## src/rtl/gameover_pkg.sv

```systemverilog
// gameover_pkg
// Shared constants, state type and helpers for the game-over image path
// (renderer, address generator, and the palette/ROM top that wraps them).
package gameover_pkg;

  localparam int IMG_W       = 160;  // image width in image pixels
  localparam int IMG_H       = 120;  // image height in image pixels
  localparam int SCALE_SH    = 2;    // log2 of display-to-image scale
  localparam int ADDR_W      = 15;   // ROM address width
  localparam int REVEAL_STEP = 4;    // image rows revealed per frame
  localparam int COORD_W     = 10;   // beam coordinate width
  localparam int IDX_W       = 4;    // palette index width
  localparam int IMG_CW      = COORD_W - SCALE_SH;  // scaled coordinate width

  typedef enum logic [1:0] {
    IDLE   = 2'd0,
    REVEAL = 2'd1,
    HOLD   = 2'd2
  } go_state_t;

  // Next reveal line, saturating at the image height.
  function automatic logic [IMG_CW-1:0] next_reveal(input logic [IMG_CW-1:0] line);
    logic [IMG_CW:0] sum;
    sum = {1'b0, line} + (IMG_CW+1)'(REVEAL_STEP);
    if (sum >= (IMG_CW+1)'(IMG_H)) begin
      return IMG_CW'(IMG_H);
    end else begin
      return sum[IMG_CW-1:0];
    end
  endfunction

endpackage

```

## src/rtl/gameover_renderer_if.sv

```systemverilog
// gameover_renderer_if
// Beam/control inputs, ROM port and pixel outputs of the game-over renderer.
//   master : beam timing + control source and image ROM (drives inputs, rom_data)
//   slave  : the renderer (drives rom_addr, pix_index, pix_valid, reveal_done)
interface gameover_renderer_if;
  import gameover_pkg::*;

  logic [COORD_W-1:0] draw_x;
  logic [COORD_W-1:0] draw_y;
  logic               de;
  logic               frame_start;
  logic               start;
  logic               clear;
  logic [ADDR_W-1:0]  rom_addr;
  logic [IDX_W-1:0]   rom_data;
  logic [IDX_W-1:0]   pix_index;
  logic               pix_valid;
  logic               reveal_done;

  modport master (
    output draw_x, draw_y, de, frame_start, start, clear, rom_data,
    input  rom_addr, pix_index, pix_valid, reveal_done
  );

  modport slave (
    input  draw_x, draw_y, de, frame_start, start, clear, rom_data,
    output rom_addr, pix_index, pix_valid, reveal_done
  );

endinterface

```

## src/rtl/gameover_addr_gen.sv

```systemverilog
// gameover_addr_gen
// Combinational mapping of beam coordinates onto the 160x120 image.
//   draw_x_i, draw_y_i : beam column/row
//   de_i               : display enable
//   iy_o               : scaled image row
//   in_img_o           : beam is inside the image window during active video
//   addr_o             : row-major ROM address, zero outside the window
module gameover_addr_gen
  import gameover_pkg::*;
(
  input  logic [COORD_W-1:0] draw_x_i,
  input  logic [COORD_W-1:0] draw_y_i,
  input  logic               de_i,
  output logic [IMG_CW-1:0]  iy_o,
  output logic               in_img_o,
  output logic [ADDR_W-1:0]  addr_o
);

  logic [IMG_CW-1:0] ix_s;

  assign ix_s     = draw_x_i[COORD_W-1:SCALE_SH];
  assign iy_o     = draw_y_i[COORD_W-1:SCALE_SH];
  assign in_img_o = de_i && (ix_s < IMG_CW'(IMG_W)) && (iy_o < IMG_CW'(IMG_H));

  // Address arithmetic is done at full ADDR_W width so the product never truncates.
  always_comb begin
    if (in_img_o) begin
      addr_o = ADDR_W'(iy_o) * ADDR_W'(IMG_W) + ADDR_W'(ix_s);
    end else begin
      addr_o = {ADDR_W{1'b0}};
    end
  end

endmodule

```

## src/rtl/gameover_renderer.sv

```systemverilog
// gameover_renderer
// Game-over image renderer with a top-down reveal animation, 3-cycle pipeline.
//   clk     : pixel clock
//   reset_n : asynchronous active-low reset
//   bus     : beam inputs, control pulses, ROM port and pixel outputs
module gameover_renderer
  import gameover_pkg::*;
(
  input  logic                clk,
  input  logic                reset_n,
  gameover_renderer_if.slave  bus
);

  localparam logic [1:0] ST_IDLE   = IDLE;
  localparam logic [1:0] ST_REVEAL = REVEAL;
  localparam logic [1:0] ST_HOLD   = HOLD;

  logic [IMG_CW-1:0] iy_s;
  logic              in_img_s;
  logic [ADDR_W-1:0] addr_s;
  logic              vis1_d;

  logic [1:0]        state_q, state_d;
  logic [IMG_CW-1:0] reveal_line_q, reveal_line_d;
  logic [ADDR_W-1:0] rom_addr_q;
  logic              vis1_q, vis2_q;
  logic [IDX_W-1:0]  pix_index_q;
  logic              pix_valid_q;
  logic              reveal_done_q;

  gameover_addr_gen u_addr_gen (
    .draw_x_i (bus.draw_x),
    .draw_y_i (bus.draw_y),
    .de_i     (bus.de),
    .iy_o     (iy_s),
    .in_img_o (in_img_s),
    .addr_o   (addr_s)
  );

  // Row visibility is judged against the reveal line as it stands when the
  // coordinate is sampled; later state changes do not alter in-flight pixels.
  assign vis1_d = in_img_s && (state_q != ST_IDLE) && (iy_s < reveal_line_q);

  // Reveal FSM next state; clear overrides every other event.
  always_comb begin
    state_d       = state_q;
    reveal_line_d = reveal_line_q;
    if (bus.clear) begin
      state_d       = ST_IDLE;
      reveal_line_d = {IMG_CW{1'b0}};
    end else begin
      case (state_q)
        ST_IDLE: begin
          if (bus.start) begin
            state_d       = ST_REVEAL;
            reveal_line_d = {IMG_CW{1'b0}};
          end else begin
            state_d       = ST_IDLE;
          end
        end
        ST_REVEAL: begin
          if (bus.frame_start) begin
            reveal_line_d = next_reveal(reveal_line_q);
            if (next_reveal(reveal_line_q) == IMG_CW'(IMG_H)) begin
              state_d = ST_HOLD;
            end else begin
              state_d = ST_REVEAL;
            end
          end else begin
            state_d = ST_REVEAL;
          end
        end
        ST_HOLD: begin
          state_d       = ST_HOLD;
          reveal_line_d = IMG_CW'(IMG_H);
        end
        default: begin
          state_d       = ST_IDLE;
          reveal_line_d = {IMG_CW{1'b0}};
        end
      endcase
    end
  end

  // State, reveal line and the three pipeline stages.
  always_ff @(posedge clk or negedge reset_n) begin
    if (!reset_n) begin
      state_q       <= ST_IDLE;
      reveal_line_q <= {IMG_CW{1'b0}};
      rom_addr_q    <= {ADDR_W{1'b0}};
      vis1_q        <= 1'b0;
      vis2_q        <= 1'b0;
      pix_index_q   <= {IDX_W{1'b0}};
      pix_valid_q   <= 1'b0;
      reveal_done_q <= 1'b0;
    end else begin
      state_q       <= state_d;
      reveal_line_q <= reveal_line_d;
      reveal_done_q <= (state_d == ST_HOLD);
      rom_addr_q    <= addr_s;
      vis1_q        <= vis1_d;
      vis2_q        <= vis1_q;
      pix_index_q   <= vis2_q ? bus.rom_data : {IDX_W{1'b0}};
      pix_valid_q   <= vis2_q;
    end
  end

  assign bus.rom_addr    = rom_addr_q;
  assign bus.pix_index   = pix_index_q;
  assign bus.pix_valid   = pix_valid_q;
  assign bus.reveal_done = reveal_done_q;

endmodule

```

## src/flat_wrapper.sv

```systemverilog
// flat-port wrapper written by rule: the top's interface ports become plain ports
module gameover_renderer_flat import gameover_pkg::*;
  (clk, reset_n, bus_draw_x, bus_draw_y, bus_de, bus_frame_start, bus_start, bus_clear, bus_rom_data, bus_rom_addr, bus_pix_index, bus_pix_valid, bus_reveal_done);
  gameover_renderer_if bus_i ();
  input  logic clk;
  input  logic reset_n;
  input wire logic [$bits(bus_i.draw_x)-1:0] bus_draw_x;
  input wire logic [$bits(bus_i.draw_y)-1:0] bus_draw_y;
  input wire logic [$bits(bus_i.de)-1:0] bus_de;
  input wire logic [$bits(bus_i.frame_start)-1:0] bus_frame_start;
  input wire logic [$bits(bus_i.start)-1:0] bus_start;
  input wire logic [$bits(bus_i.clear)-1:0] bus_clear;
  input wire logic [$bits(bus_i.rom_data)-1:0] bus_rom_data;
  output wire logic [$bits(bus_i.rom_addr)-1:0] bus_rom_addr;
  output wire logic [$bits(bus_i.pix_index)-1:0] bus_pix_index;
  output wire logic [$bits(bus_i.pix_valid)-1:0] bus_pix_valid;
  output wire logic [$bits(bus_i.reveal_done)-1:0] bus_reveal_done;
  assign bus_i.draw_x = bus_draw_x;
  assign bus_i.draw_y = bus_draw_y;
  assign bus_i.de = bus_de;
  assign bus_i.frame_start = bus_frame_start;
  assign bus_i.start = bus_start;
  assign bus_i.clear = bus_clear;
  assign bus_i.rom_data = bus_rom_data;
  assign bus_rom_addr = bus_i.rom_addr;
  assign bus_pix_index = bus_i.pix_index;
  assign bus_pix_valid = bus_i.pix_valid;
  assign bus_reveal_done = bus_i.reveal_done;
  gameover_renderer u_core (.clk(clk), .reset_n(reset_n), .bus(bus_i));
endmodule
```

## config.mk

```make
export PLATFORM = sky130hd
export DESIGN_NAME = gameover_renderer_flat
export DESIGN_NICKNAME = d
export VERILOG_FILES = /design/src/rtl/gameover_pkg.sv /design/src/rtl/gameover_renderer_if.sv /design/src/rtl/gameover_addr_gen.sv /design/src/rtl/gameover_renderer.sv /design/src/flat_wrapper.sv
export SDC_FILE = /design/constraint.sdc
export NUM_CORES = 1
export LEC_CHECK = 0
export BUFFER_PORTS_ARGS = -buffer_cell sky130_fd_sc_hd__buf_4
export CAP_MARGIN = 20
export CORE_ASPECT_RATIO = 0.6
export CORE_MARGIN = 4
export CORE_UTILIZATION = 30
export DETAILED_ROUTE_END_ITERATION = 12
export GPL_TIMING_DRIVEN = 0
export PLACE_DENSITY_LB_ADDON = 0.05
export SKIP_CTS_REPAIR_TIMING = 1
export SYNTH_ARGS = -nofsm -noshare
export SYNTH_HDL_FRONTEND = slang
export SYNTH_SLANG_ARGS = --single-unit
```

## constraint.sdc

```tcl
create_clock -name clk -period 2.15 [get_ports clk]
set_clock_uncertainty 0.15 [all_clocks]
set_input_delay 0.215 -clock clk [delete_from_list [all_inputs] [get_ports clk]]
set_output_delay 0.215 -clock clk [all_outputs]
set_load 0.02 [all_outputs]
```

# Word-level counts from Yosys, hierarchy flattened
# Cells that the tools add are included.
[word_totals] reg_bits=33 inputBits=30 word_cells=42 out_inout_bits=21
[classes] n_mul=1 mux=14 add_sub_neg=2 n_lt_le_gt_ge=4 n_reduce_logical=7 eq_ne=6
[op_table] cell="two-way mux 8 bit" n=6
[op_table] cell="case mux 8 bit (3 select lines)" n=1
[op_table] cell="adder 15 x 8 -> 15 bit" n=1
[op_table] cell="two-way mux 15 bit" n=1
[op_table] cell="multiplier 8 x 3 -> 10 bit (second input constant)" n=1
[op_table] cell="adder 8 x 3 -> 9 bit (second input constant)" n=1
[op_table] cell="greater-or-equal comparator 9 x 7 -> 1 bit (second input constant)" n=1
[op_table] cell="equality test 8 x 7 -> 1 bit (second input constant)" n=1
[op_table] cell="less-than comparator 8 x 7 -> 1 bit (second input constant)" n=1
[op_table] cell="less-than comparator 8 bit" n=1
[op_table] cell="less-than comparator 8 bit (second input constant)" n=1
[op_table] cell="two-way mux 2 bit" n=3
[op_table] cell="!= test 3 bit (second input constant)" n=2
[op_table] cell="case mux 2 bit (3 select lines)" n=1
[op_table] cell="equality test 2 bit (second input constant)" n=2
[op_table] cell="logical AND 1 bit" n=4
[op_table] cell="two-way mux 4 bit" n=1
[op_table] cell="equality test 2 x 1 -> 1 bit (second input constant)" n=1
[op_table] cell="zero test 2 bit" n=1
[op_table] cell="AND reduction 2 bit" n=1
[op_table] cell="nonzero test 2 bit" n=1
[op_table] cell="two-way mux 1 bit" n=1

# Depth between registers and ports, before layout
# Gate-level depths: netlist (run 1).
[depth] ltp_word=12 depth_mapped=9 depth_no_buf=9

# By module
# A second synthesis (run 1) with hierarchy kept.
[unflattened] cells_unflattened=231 area_unflattened_um2=2263.4
[by_module_without_submodules] module="gameover_renderer" area_each_um2=1559.0 seq_area_each_um2=825.8 cells_each=140 instances=1
[by_module_without_submodules] module="gameover_addr_gen" area_each_um2=704.4 seq_area_each_um2=0.0 cells_each=91 instances=1

# Least setup slack after synthesis (run 1)
# OpenSTA, ideal clock, no wires.
[synth_path] kind="input port to flip-flop" from="in bus_draw_y[3]" to="reg u_core.rom_addr_q[14] (netlist: u_core.bus.rom_addr[14])" path_slack_ps=-130 arrival_ps=2001 setup_time_ps=129 t_required_ps=1871 cell_stages=9 path_buffers=0 cell_sequence="ha_1 ha_1 fa_1 a21o_1 a21oi_1 xnor2_1 nand4_1 xnor2_1 nor2_1"
[synth_via] elab_chain_cells=3 elab_cells_between_ends=5 cone_classes="1 x add/sub; 1 x mul; 1 x order compare; 1 x mux; 1 x reduce/logical"
[synth_rtl] element="start, declared" line="flat_wrapper.sv:8" rtl="input wire logic [$bits(bus_i.draw_y)-1:0] bus_draw_y;"
[synth_rtl] element="multiplier 8 x 3 -> 10 bit / less-than comparator 8 x 7 -> 1 bit (equally long branches)" line="gameover_addr_gen.sv:28, gameover_addr_gen.sv:23"
[synth_rtl] element="adder 15 x 8 -> 15 bit / logical AND 1 bit (equally long branches)" line="gameover_addr_gen.sv:28, gameover_addr_gen.sv:23"
[synth_rtl] element="two-way mux 15 bit *" line="gameover_addr_gen.sv:27" rtl="if (in_img_o) begin"
[synth_rtl] element="net u_core.addr_s[14]" line="gameover_renderer.sv:20" rtl="logic [ADDR_W-1:0] addr_s;"
[synth_rtl] element="end signal, assigned" line="gameover_renderer.sv:90" rtl="rom_addr_q <= {ADDR_W{1'b0}};"
[synth_rtl] element="end signal, assigned" line="gameover_renderer.sv:100" rtl="rom_addr_q <= addr_s;"
[synth_rtl] element="end, declared" line="gameover_renderer.sv:25" rtl="logic [ADDR_W-1:0] rom_addr_q;"
# Mark *: on every way through the listed nets, which the timed path passes. The rest lies on a longest branch.
# A chain may end at the register's enable or synchronous reset.

# Worst setup path in the final report (run 1)
[layout_path] from="reg u_core.reveal_line_q[4]" to="reg u_core.reveal_done_q (netlist: u_core.bus.reveal_done)"
[layout_via] elab_chain_cells=12
[layout_rtl] element="start, declared" line="gameover_renderer.sv:24" rtl="logic [IMG_CW-1:0] reveal_line_q, reveal_line_d;"
[layout_rtl] element="start signal, assigned" line="gameover_renderer.sv:89" rtl="reveal_line_q <= {IMG_CW{1'b0}};"
[layout_rtl] element="start signal, assigned" line="gameover_renderer.sv:98" rtl="reveal_line_q <= reveal_line_d;"
[layout_rtl] element="adder 8 x 3 -> 9 bit *" line="gameover_pkg.sv:24" rtl="sum = {1'b0, line} + (IMG_CW+1)'(REVEAL_STEP);"
[layout_rtl] element="greater-or-equal comparator 9 x 7 -> 1 bit" line="gameover_pkg.sv:25" rtl="if (sum >= (IMG_CW+1)'(IMG_H)) begin"
[layout_rtl] element="two-way mux 8 bit *" line="gameover_pkg.sv:25"
[layout_rtl] element="two-way mux 8 bit *"
[layout_rtl] element="two-way mux 8 bit *" line="gameover_renderer.sv:52" rtl="case (state_q)"
[layout_rtl] element="two-way mux 8 bit *" line="gameover_renderer.sv:48" rtl="if (bus.clear) begin"
[layout_rtl] element="equality test 8 x 7 -> 1 bit *" line="gameover_renderer.sv:64" rtl="if (next_reveal(reveal_line_q) == IMG_CW'(IMG_H)) begin"
[layout_rtl] element="two-way mux 2 bit *" line="gameover_renderer.sv:64"
[layout_rtl] element="two-way mux 2 bit *" line="gameover_renderer.sv:62" rtl="if (bus.frame_start) begin"
[layout_rtl] element="case mux 2 bit (3 select lines) *" line="gameover_renderer.sv:52"
[layout_rtl] element="two-way mux 2 bit *" line="gameover_renderer.sv:48"
[layout_rtl] element="equality test 2 bit *" line="gameover_renderer.sv:99" rtl="reveal_done_q <= (state_d == ST_HOLD);"
[layout_rtl] element="end signal, assigned" line="gameover_renderer.sv:99"
[layout_rtl] element="end, declared" line="gameover_renderer.sv:29" rtl="logic reveal_done_q;"
# Every way passes the cells marked *; elsewhere a longest branch is shown, timed or not. The select of a mux whose other input is x is not followed.

==> results of run 1 <==
per-stage QoR:
step                cells  util, %  setup slack [ns]  hold WS [ns]
floorplan             208        -            0.0117        -0.231
global placement      341     38.1            -0.320        0.0496
detailed placement    341     38.1            -0.305        0.0470
CTS                   349     40.2           -0.0740        -0.248
global route          352     42.3           -0.0995       0.00371
finish                352     42.3         -0.000747      -0.00288
kinds of logic (layout without fill, tap and decap cells):
| kind of cell | Yosys count | count (layout) |
|---|---|---|
| adders and majority gates | 30 | 30 |
| buffers and inverters | 16 | 73 |
| xor gates and xnor gates | 12 | 12 |
| and+or+nand+nor | 73 | 73 |
| DFF | 33 | 33 |
| AOI/OAI and AO/OA | 43 | 43 |
| muxes | 1 | 1 |
layout by cell type (no fill, tap or decap), types with 3 or more instances in the layout:
cell type / instances
buf_4: 48
dfrtp_1: 33
nor2_1: 20
ha_1: 20
inv_1: 13
o21ai_0: 11
and2_1: 11
a21oi_1: 10
nand2_1: 8
xnor2_1: 6
nand2b_1: 5
a21o_1: 5
clkbuf_16: 5
nor3_1: 4
nand4_1: 4
nand3_1: 4
xor2_1: 4
ha_2: 4
ha_4: 4
nor2b_1: 3
sequential cells by signal, indices dropped and copies added (netlist names):
name	cells
u_core.bus.rom_addr	15
u_core.reveal_line_q	8
u_core.bus.pix_index	4
u_core.state_q	2
u_core.bus.pix_valid	1
u_core.bus.reveal_done	1
u_core.vis1_q	1
u_core.vis2_q	1
power groups by stage:
stage | clock (mW) | combinational (mW) | sequential, mW
detailed placement | 0 | 0.352 | 0.659
CTS | 0.701 | 0.356 | 0.648
global placement | 0 | 0.352 | 0.660
floorplan | 0 | 0.205 | 0.678
finish | 0.680 | 0.400 | 0.648
global route | 0.730 | 0.446 | 0.650
worst max-delay path, cell delays in order (launching register included):
cell and delay [ns]:
dfrtp_1 0.35, buf_4 0.15, and3_1 0.16, buf_4 0.15, o311ai_0 0.53, a211oi_1 0.15, o32a_1 0.38
worst max path at each step:
stage	startpoint	end	cells after the start
5_1_grt	u_core.reveal_line_q[2]	u_core.bus.reveal_done	7
2_1_floorplan	bus_draw_y[3]	u_core.bus.rom_addr[14]	9
6_report	u_core.reveal_line_q[4]	u_core.bus.reveal_done	6
4_1_cts	u_core.state_q[1]	u_core.reveal_line_q[4]	8
3_3_place_gp	bus_draw_y[3]	u_core.bus.rom_addr[14]	10
3_5_place_dp	bus_draw_y[3]	u_core.bus.rom_addr[14]	10
routing by layer:
layer / routed length, µm / share of wire (%)
met3: 322 / 6.4
met1: 2880 / 57
met2: 1790 / 36
met4: 23 / 0.46
met5: 0 / 0
layout make-up:
cell class                      instances  area [µm²]
Buffer                                  3        20.0
Multi-Input combinational cell        159        1300
Clock inverter                          2        10.0
Inverter                               13        48.8
Timing Repair Buffer                   49         382
Fill cell                             678        3850
Tap cell                               87         109
Clock buffer                            6         129
Sequential cell                        33         826
cell usage after synthesis (3+ instances only):
| master | count |
|---|---|
| o21ai_0 | 11 |
| ha_1 | 28 |
| xnor2_1 | 7 |
| xor2_1 | 5 |
| nor2b_1 | 4 |
| a21oi_1 | 11 |
| nand3_1 | 4 |
| dfrtp_1 | 33 |
| nor3_1 | 5 |
| a21o_1 | 5 |
| nor2_1 | 20 |
| nand2_1 | 9 |
| inv_1 | 13 |
| and2_1 | 11 |
| nor4_1 | 3 |
| nand2b_1 | 5 |
| nand4_1 | 4 |
==> run summary, run 1 <==
Worst-Margin Slew: 0.607 ns
Post-DP HPWL: 3890 µm
Sw power: 0.474 mW
Setup-failing EPs final: 1
GRT busiest layer: met1
Power per cell area: 612 mW/mm²
# nets final: 324
Synth Area in Compound Gates: 13.6%
N_diodes: 0
Worst-Skew Late Latency: 0.28 ns
CTS tree: done
Hold Path Class: primary input to register
Worst Min Path Start: bus_draw_x[5]
Die X: 115 µm
Largest family of logic cells by synthesized area: adder cells
Crit Path Category: register to register
Setup slack, reg-to-reg: -0.0007 ns
Clock buffer depth: 2
Vias per cell: 4.68
Final wirelength: 5010 µm
Reg2reg start: u_core.reveal_line_q[4]
CTS sink cnt: 33
Clock group share of total power: 39.3%
Syn nets: 268
P&R area growth vs syn: 36.6%
Starting Density: 31.0%
Min-Delay Endpoint: u_core.bus.rom_addr[3]
Area leader, netlist: dfrtp_1
Max cap viols: 0
Int Power: 1.25 mW
Top cells by area, synth: dfrtp_1 40%, ha_1 17%, nor2_1 3.6%
Placer's final routability congestion estimate: 0.752
Final worst slack: -0.000747 ns
Min cycle time layout: 2.15 ns
Buffers on Ports: 46
Post-Synth Simple-Gate Area: 18.5%
Startpoint Class: register
Number of synthesized register bits: 33
Placed Area: 0.00254 mm²
Failing checks: hold timing, setup timing
Die height: 72.3 µm
CP Data Required Time: 2.15 ns
Reg2Reg Depth: 6
Final hold violations: 2
Rel. slew slack: 59.0%
Crit share post-route: 100%
Crit path max fanout: 7
Crit. End Element: register
Worst R2R End: u_core.bus.reveal_done
Number of synthesized flops with an enable pin: 0
Crit path DAT: 2.15 ns
Initial drt markers: 82
Pwr Total: 1.73 mW
Rows: 23
Synthesized area: 0.00207 mm²
Leak pwr: 1.35 nW
Reg power frac: 37.5%
RSZ-0062 raised after global routing: true
Post-synthesis mux area share: 0.726%
Largest net degree at the start of global routing: 34
Drt first pass iters: 4
Reg clk slew, reported paths: 0.06 ns
Outcome: complete, but fails checks
Top FF cell, synth: dfrtp_1
Global route overflow: 0
Seq/Total Area, Yosys: 39.9%
Met2 Use GR: 14.9%
First-pass GRT wire length: 7960 µm
Achievable frequency: 465 MHz
Ratio of cells with drive above 1 in the final layout: 30.2%
GR Layer Usage met3: 3.58%
Vias in the first global route: 1517
Clock root cell: clkbuf_16
Adder-cell share of the synthesized area: 18.9%
CTS Buf Count: 5
Initial antenna violation count: 0
Xor/xnor share of the synthesized area: 5.08%
Post-synth top area share: 39.9%
Sw Share: 27.4%
Finished Cell Area: 0.00283 mm²
Io pins: 51
Die ar.: 0.00833 mm²
Via total after detailed routing: 1647
Yosys Warn Count: 0
Number of nets still failing antenna checks after routing: 0
Asr flop ratio synth: 100%
H-tree levels: 2
Routed wire length per instance: 14.2 µm
Max Slew Vio Count: 0
Setup TNS: -0.000747 ns
Total track usage: 12.5%
Core Region: 0.00668 mm²
Final hold slack: -0.00288 ns
Worst ir drop on vdd: 0.393 mV
Netlist cell types: 42
# DRC: 0
Hold Path Stages: 2
Met1 usage: 20.7%
Post-Syn Instances: 208
Power share of the combinational group: 23.2%
Mapped Avg Cell Area: 9.95 µm²
Power figures use the tool's default switching activity.
==> run 2, diff against run 1 <==
--- a/config.mk
+++ b/config.mk
@@ -13,7 +13,9 @@
 export DETAILED_ROUTE_END_ITERATION = 12
 export GPL_TIMING_DRIVEN = 0
 export PLACE_DENSITY_LB_ADDON = 0.05
+export SETUP_SLACK_MARGIN = 0.2
 export SKIP_CTS_REPAIR_TIMING = 1
+export SLEW_MARGIN = 20
 export SYNTH_ARGS = -nofsm -noshare
 export SYNTH_HDL_FRONTEND = slang
 export SYNTH_SLANG_ARGS = --single-unit
==> run 2 against run 1 <==
  * The run ends with hold timing left
  * Sequential share of layout area decreased by 1.9 points
  * Critical path type unchanged
  * Highest routed layer unchanged
  * Clock power increased by 3%
  * Fmax increased by 5.0%
  * Largest cell class unchanged
  * Clock-buffer cell count decreased by 1
  * Critical path depth increased by 2
  * Flip-flop and latch count unchanged
  * Wire length increased by 6.9%
  * Global-route usage increased by 0.59 points
  * Worst hold slack improved by 0.0019 ns
  * Register-to-register slack improved by 0.10 ns
  * First-iteration DRC count decreased by 45%
==> run summary, run 2 (synthesis gave the netlist of run 1 again) <==
Worst-Skew Late Latency: 0.27 ns (was 0.28 ns)
Rel. slew slack: 69.9% (was 59.0%)
Clock buffer depth: 2 (unchanged)
First-pass GRT wire length: 8500 µm (was 7960 µm)
Io pins: 51 (unchanged)
Reg2reg start: u_core.reveal_line_q[4] (unchanged)
Core Region: 0.00668 mm² (unchanged)
Outcome: complete, but fails checks (unchanged)
Failing checks: hold timing (was hold timing, setup timing)
Routed wire length per instance: 14.9 µm (was 14.2 µm)
Reg clk slew, reported paths: 0.06 ns (about the same)
P&R area growth vs syn: 46.5% (was 36.6%)
Most common cell after layout, fill and taps aside: buf_4 (unchanged)
Crit path max fanout: 5 (was 7)
Initial antenna violation count: 0 (unchanged)
Largest net degree at the start of global routing: 34 (unchanged)
CTS tree: done (unchanged)
Crit path DAT: 2.05 ns (was 2.15 ns)
Met2 Use GR: 16.3% (was 14.9%)
Worst Setup SP: u_core.reveal_line_q[4] (unchanged)
H-tree levels: 2 (unchanged)
Max cap viols: 0 (unchanged)
Global route overflow: 0 (unchanged)
# DRC: 0 (unchanged)
Final hold slack: -0.000953 ns (was -0.00288 ns)
Met1 usage: 21.9% (was 20.7%)
CP Data Required Time: 2.15 ns (about the same)
Leak pwr: 1.42 nW (was 1.35 nW)
Initial drt markers: 45 (was 82)
Achievable frequency: 488 MHz (was 465 MHz)
Crit Path Category: register to register (unchanged)
Worst ir drop on vdd: 0.363 mV (was 0.393 mV)
CTS Buf Count: 5 (unchanged)
Worst-Margin Slew: 0.451 ns (was 0.607 ns)
Fin util: 45.4% (was 42.3%)
# nets final: 332 (was 324)
GR Layer Usage met3: 3.42% (was 3.58%)
Final hold violations: 2 (unchanged)
Setup TNS: 0 ns (was -0.000747 ns)
Clock root cell: clkbuf_16 (unchanged)
Power per cell area: 587 mW/mm² (was 612 mW/mm²)
Total track usage: 13.1% (was 12.5%)
Crit share post-route: 95.3% (was 100%)
Setup-failing EPs final: 0 (was 1)
Vias per cell: 4.70 (was 4.68)
Hold Path Class: primary input to register (unchanged)
Drt first pass iters: 4 (unchanged)
Die height: 72.3 µm (unchanged)
RSZ-0062 raised after global routing: true (unchanged)
N_diodes: 0 (unchanged)
Placer's final routability congestion estimate: 0.754 (was 0.752)
Crit. End Element: register (unchanged)
Via total after detailed routing: 1692 (was 1647)
Fillers: 650 (was 678)
Startpoint Class: register (unchanged)
Ratio of cells with drive above 1 in the final layout: 38.8% (was 30.2%)
Max Slew Vio Count: 0 (unchanged)
Commonest cells after routing, fill and taps aside: 53 x buf_4, 32 x dfrtp_1, 20 x nor2_1 (was 48 x buf_4, 33 x dfrtp_1, 20 x nor2_1, 20 x ha_1, 13 x inv_1)
Final wirelength: 5360 µm (was 5010 µm)
GRT busiest layer: met1 (unchanged)
Max FFs per register: 15 (unchanged)
Buffers on Ports: 46 (unchanged)
CTS sink cnt: 33 (unchanged)
Vias in the first global route: 1634 (was 1517)
Post-DP HPWL: 3980 µm (was 3890 µm)
Die ar.: 0.00833 mm² (unchanged)
Min cycle time layout: 2.05 ns (was 2.15 ns)
Starting Density: 31.0% (unchanged)
Rows: 23 (unchanged)
Number of nets still failing antenna checks after routing: 0 (unchanged)
Die X: 115 µm (unchanged)
Worst Min Path Start: bus_draw_x[5] (unchanged)
==> run 2: area by class of cell <==
cell class                 instances  area (µm²)  area share [%]
timing repair buffer              57         449            14.8
tap                               87         109            3.59
clock inverter                     3        17.5           0.578
sequential                        33         827            27.3
buffer                             3        27.5           0.908
clock buffer                       5         125            4.13
multi-input combinational        159        1430            47.1
inverter                          13        48.8            1.61
==> run 2: through the flow <==
stage	hold slack, ns	cells	total power [mW]	instance area [µm²]	setup slack [ns]
3_3_place_gp	0.0507	341	1.04	2610	-0.269
5_1_grt	0.00669	360	1.88	3030	0.0296
3_5_place_dp	0.0516	341	1.03	2610	-0.290
2_1_floorplan	-0.231	208	0.897	2150	0.0926
4_1_cts	-0.241	349	1.74	2750	-0.00698
6_report	-0.000953	360	1.78	3030	0.102
==> run 2: report_power, final <==
part | internal (mW) | total, mW | switching, mW
Combinational | 0.209 | 0.434 | 0.225
Sequential | 0.640 | 0.649 | 0.00863
Clock | 0.424 | 0.698 | 0.273
Total | 1.27 | 1.78 | 0.507
==> run 2: worst paths after layout <==
check	endpoint	slack, ns	cells past startpoint
setup / recovery	u_core.bus.reveal_done	0.10	8
hold / removal	u_core.bus.rom_addr[3]	-0.001	2
setup reg to reg	u_core.bus.reveal_done	0.10	8
hold reg to reg	u_core.vis2_q	0.22	0
max in group asynchronous	u_core.reveal_line_q[2]	1.22	2
min in group asynchronous	u_core.bus.rom_addr[3]	0.29	2
==> run 2: metal layers <==
metal	vias to the layer above	routed length [µm]	share of wire (%)
li1	855	-	-
met1	794	3130	58
met2	39	1900	36
met3	4	295	5.5
met4	0	35	0.65
met5	-	0	0
==> run 2: worst max-delay path: stages (launching register included) <==
cell	delay, ns
dfrtp_1	0.37
buf_6	0.12
and3_4	0.16
buf_6	0.13
nand3_2	0.07
mux2_4	0.34
a21oi_4	0.16
a211oi_2	0.06
o32a_1	0.36
==> run 3, diff against run 2 <==
--- a/config.mk
+++ b/config.mk
@@ -10,6 +10,7 @@
 export CORE_ASPECT_RATIO = 0.6
 export CORE_MARGIN = 4
 export CORE_UTILIZATION = 30
+export CTS_BUF_LIST = sky130_fd_sc_hd__clkbuf_8
 export DETAILED_ROUTE_END_ITERATION = 12
 export GPL_TIMING_DRIVEN = 0
 export PLACE_DENSITY_LB_ADDON = 0.05
==> run 3 against run 2 <==
  * The run still ends with hold timing left
  * Register-to-register slack barely moved
  * Power is 12% lower
  * Worst setup slack worse by 0.0021 ns
  * Non-clock buffer count grew 6
  * Fmax is essentially flat
  * Wire length increased by 1.6%
  * Design area fell by 0.29%
  * Critical path type unchanged
==> run summary, run 3 (synthesis gave the netlist of run 1 again) <==
Power per cell area: 518 mW/mm² (was 587 mW/mm²)
Pwr Total: 1.57 mW (was 1.78 mW)
Rel. slew slack: 69.3% (was 69.9%)
Fin util: 45.3% (was 45.4%)
Leak pwr: 1.41 nW (was 1.42 nW)
Startpoint Class: register (unchanged)
Post-DP HPWL: 3980 µm (unchanged)
Placed Area: 0.00261 mm² (unchanged)
Clock buffer depth: 2 (unchanged)
# nets final: 338 (was 332)
Finished Cell Area: 0.00302 mm² (was 0.00303 mm²)
Hold Path Class: primary input to register (unchanged)
Worst R2R End: u_core.bus.reveal_done (unchanged)
Via total after detailed routing: 1709 (was 1692)
# DRC: 0 (unchanged)
Global route overflow: 0 (unchanged)
Critical-path cell list: buf_6 -> and3_4 -> buf_6 -> nand3_2 -> mux2_4 -> a21oi_4 -> a211oi_2 -> o32a_1 (unchanged)
Final hold violations: 2 (unchanged)
Crit path DAT: 2.07 ns (was 2.05 ns)
First-pass GRT wire length: 8450 µm (was 8500 µm)
Reg2Reg Depth: 8 (unchanged)
Critical path's most frequent cell: buf_6 (unchanged)
Buffers on Ports: 46 (unchanged)
Max cap viols: 0 (unchanged)
Failing checks: hold timing (unchanged)
Worst-Skew Late Latency: 0.29 ns (was 0.27 ns)
Setup slack, reg-to-reg: 0.1 ns (was 0.10 ns)
Core Region: 0.00668 mm² (unchanged)
Rows: 23 (unchanged)
CTS tree: done (unchanged)
Crit. End Element: register (unchanged)
Most common cell after layout, fill and taps aside: buf_4 (unchanged)
Ratio of cells with drive above 1 in the final layout: 37.6% (was 38.8%)
Min-Delay Endpoint: u_core.bus.rom_addr[0] (was u_core.bus.rom_addr[3])
Final hold slack: -0.00860 ns (was -0.000953 ns)
Die height: 72.3 µm (unchanged)
Crit path max fanout: 5 (unchanged)
RSZ-0062 raised after global routing: true (unchanged)
Final wirelength: 5450 µm (was 5360 µm)
Reg clk slew, reported paths: 0.08 ns (was 0.06 ns)
Placer's final routability congestion estimate: 0.754 (unchanged)
Initial drt markers: 67 (was 45)
Crit Path Category: register to register (unchanged)
Drt first pass iters: 4 (unchanged)
CTS Buf Count: 5 (unchanged)
P&R area growth vs syn: 46.1% (was 46.5%)
Io pins: 51 (unchanged)
Setup-failing EPs final: 0 (unchanged)
Worst ir drop on vdd: 0.234 mV (was 0.363 mV)
H-tree levels: 2 (unchanged)
Total track usage: 13.0% (was 13.1%)
Crit share post-route: 95.4% (was 95.3%)
Die ar.: 0.00833 mm² (unchanged)
Vias per cell: 4.67 (was 4.70)
Min cycle time layout: 2.05 ns (about the same)
CP Data Required Time: 2.17 ns (was 2.15 ns)
Number of nets still failing antenna checks after routing: 0 (unchanged)
Commonest cells after routing, fill and taps aside: 53 x buf_4, 31 x dfrtp_1, 20 x nor2_1 (was 53 x buf_4, 32 x dfrtp_1, 20 x nor2_1)
Clock root cell: clkbuf_8 (was clkbuf_16)
Max Slew Vio Count: 0 (unchanged)
Achievable frequency: 488 MHz (about the same)
Max FFs per register: 15 (unchanged)
Initial antenna violation count: 0 (unchanged)
Vias in the first global route: 1624 (was 1634)
CP max stage cell: dfrtp_1 (unchanged)
Routed wire length per instance: 14.9 µm (about the same)
Largest net degree at the start of global routing: 34 (unchanged)
Largest stage delay on the critical path: 0.38 ns (was 0.37 ns)
CTS sink cnt: 33 (unchanged)
Hold Path Stages: 2 (unchanged)
Reg2reg start: u_core.reveal_line_q[4] (unchanged)
Starting Density: 31.0% (unchanged)
Worst-Margin Slew: 0.461 ns (was 0.451 ns)
Die X: 115 µm (unchanged)
N_diodes: 0 (unchanged)
Outcome: complete, but fails checks (unchanged)
Worst Min Path Start: bus_draw_x[2] (was bus_draw_x[5])
run 3: changes by cell type in the layout (fill, tap and decap cells not counted), sizes merged:
cell	delta
dlygate4sd3	+6
run 3: metal layers:
layer / wire (µm) / track usage, %
met1: 3120 / 21.9
met2: 1980 / 16.0
met3: 310 / 3.42
met4: 42 / 2.34
met5: 0 / 0
run 3: worst max-delay path by stage:
| stage | start | end | cells after the start |
|---|---|---|---|
| 2_1_floorplan | bus_draw_y[3] | u_core.bus.rom_addr[14] | 9 |
| 3_5_place_dp | bus_draw_y[3] | u_core.bus.rom_addr[14] | 10 |
| 5_1_grt | u_core.reveal_line_q[3] | u_core.bus.reveal_done | 7 |
| 3_3_place_gp | bus_draw_y[3] | u_core.bus.rom_addr[14] | 10 |
| 6_report | u_core.reveal_line_q[4] | u_core.bus.reveal_done | 8 |
| 4_1_cts | u_core.state_q[1] | u_core.reveal_line_q[4] | 8 |
run 3: final cells by class:
class                      instances  area (µm²)
buffer                             3        27.5
multi-input combinational        159        1410
inverter                          13        48.8
clock buffer                       5        68.8
fill                             657        3650
sequential                        33         828
timing repair buffer              63         509
tap                               87         109
clock inverter                     3        17.5
run 3: worst max-delay path: cells and delay by family (launching register included):
family / cells / cell delay (ns)
simple gates: 2 / 0.23
flops: 1 / 0.38
compound gates: 3 / 0.57
mux: 1 / 0.34
buf+inv: 2 / 0.25
run 3: through the flow:
step	hold WS (ns)	worst slack, ns	TNS, ns	std cells
CTS	-0.260	-0.00338	-0.00338	349
finish	-0.00860	0.0996	0	366
detailed placement	0.0516	-0.290	-0.677	341
floorplan	-0.231	0.0926	0	208
global placement	0.0507	-0.269	-0.678	341
global route	0.00198	0.0379	0	366
run 3: power breakdown:
group / internal [mW] / leakage, nW / total [mW] / switching, mW
combinational: 0.215 / 0.919 / 0.444 / 0.229
clock: 0.224 / 0.0439 / 0.475 / 0.251
sequential: 0.639 / 0.451 / 0.648 / 0.00867
total: 1.08 / 1.41 / 1.57 / 0.488
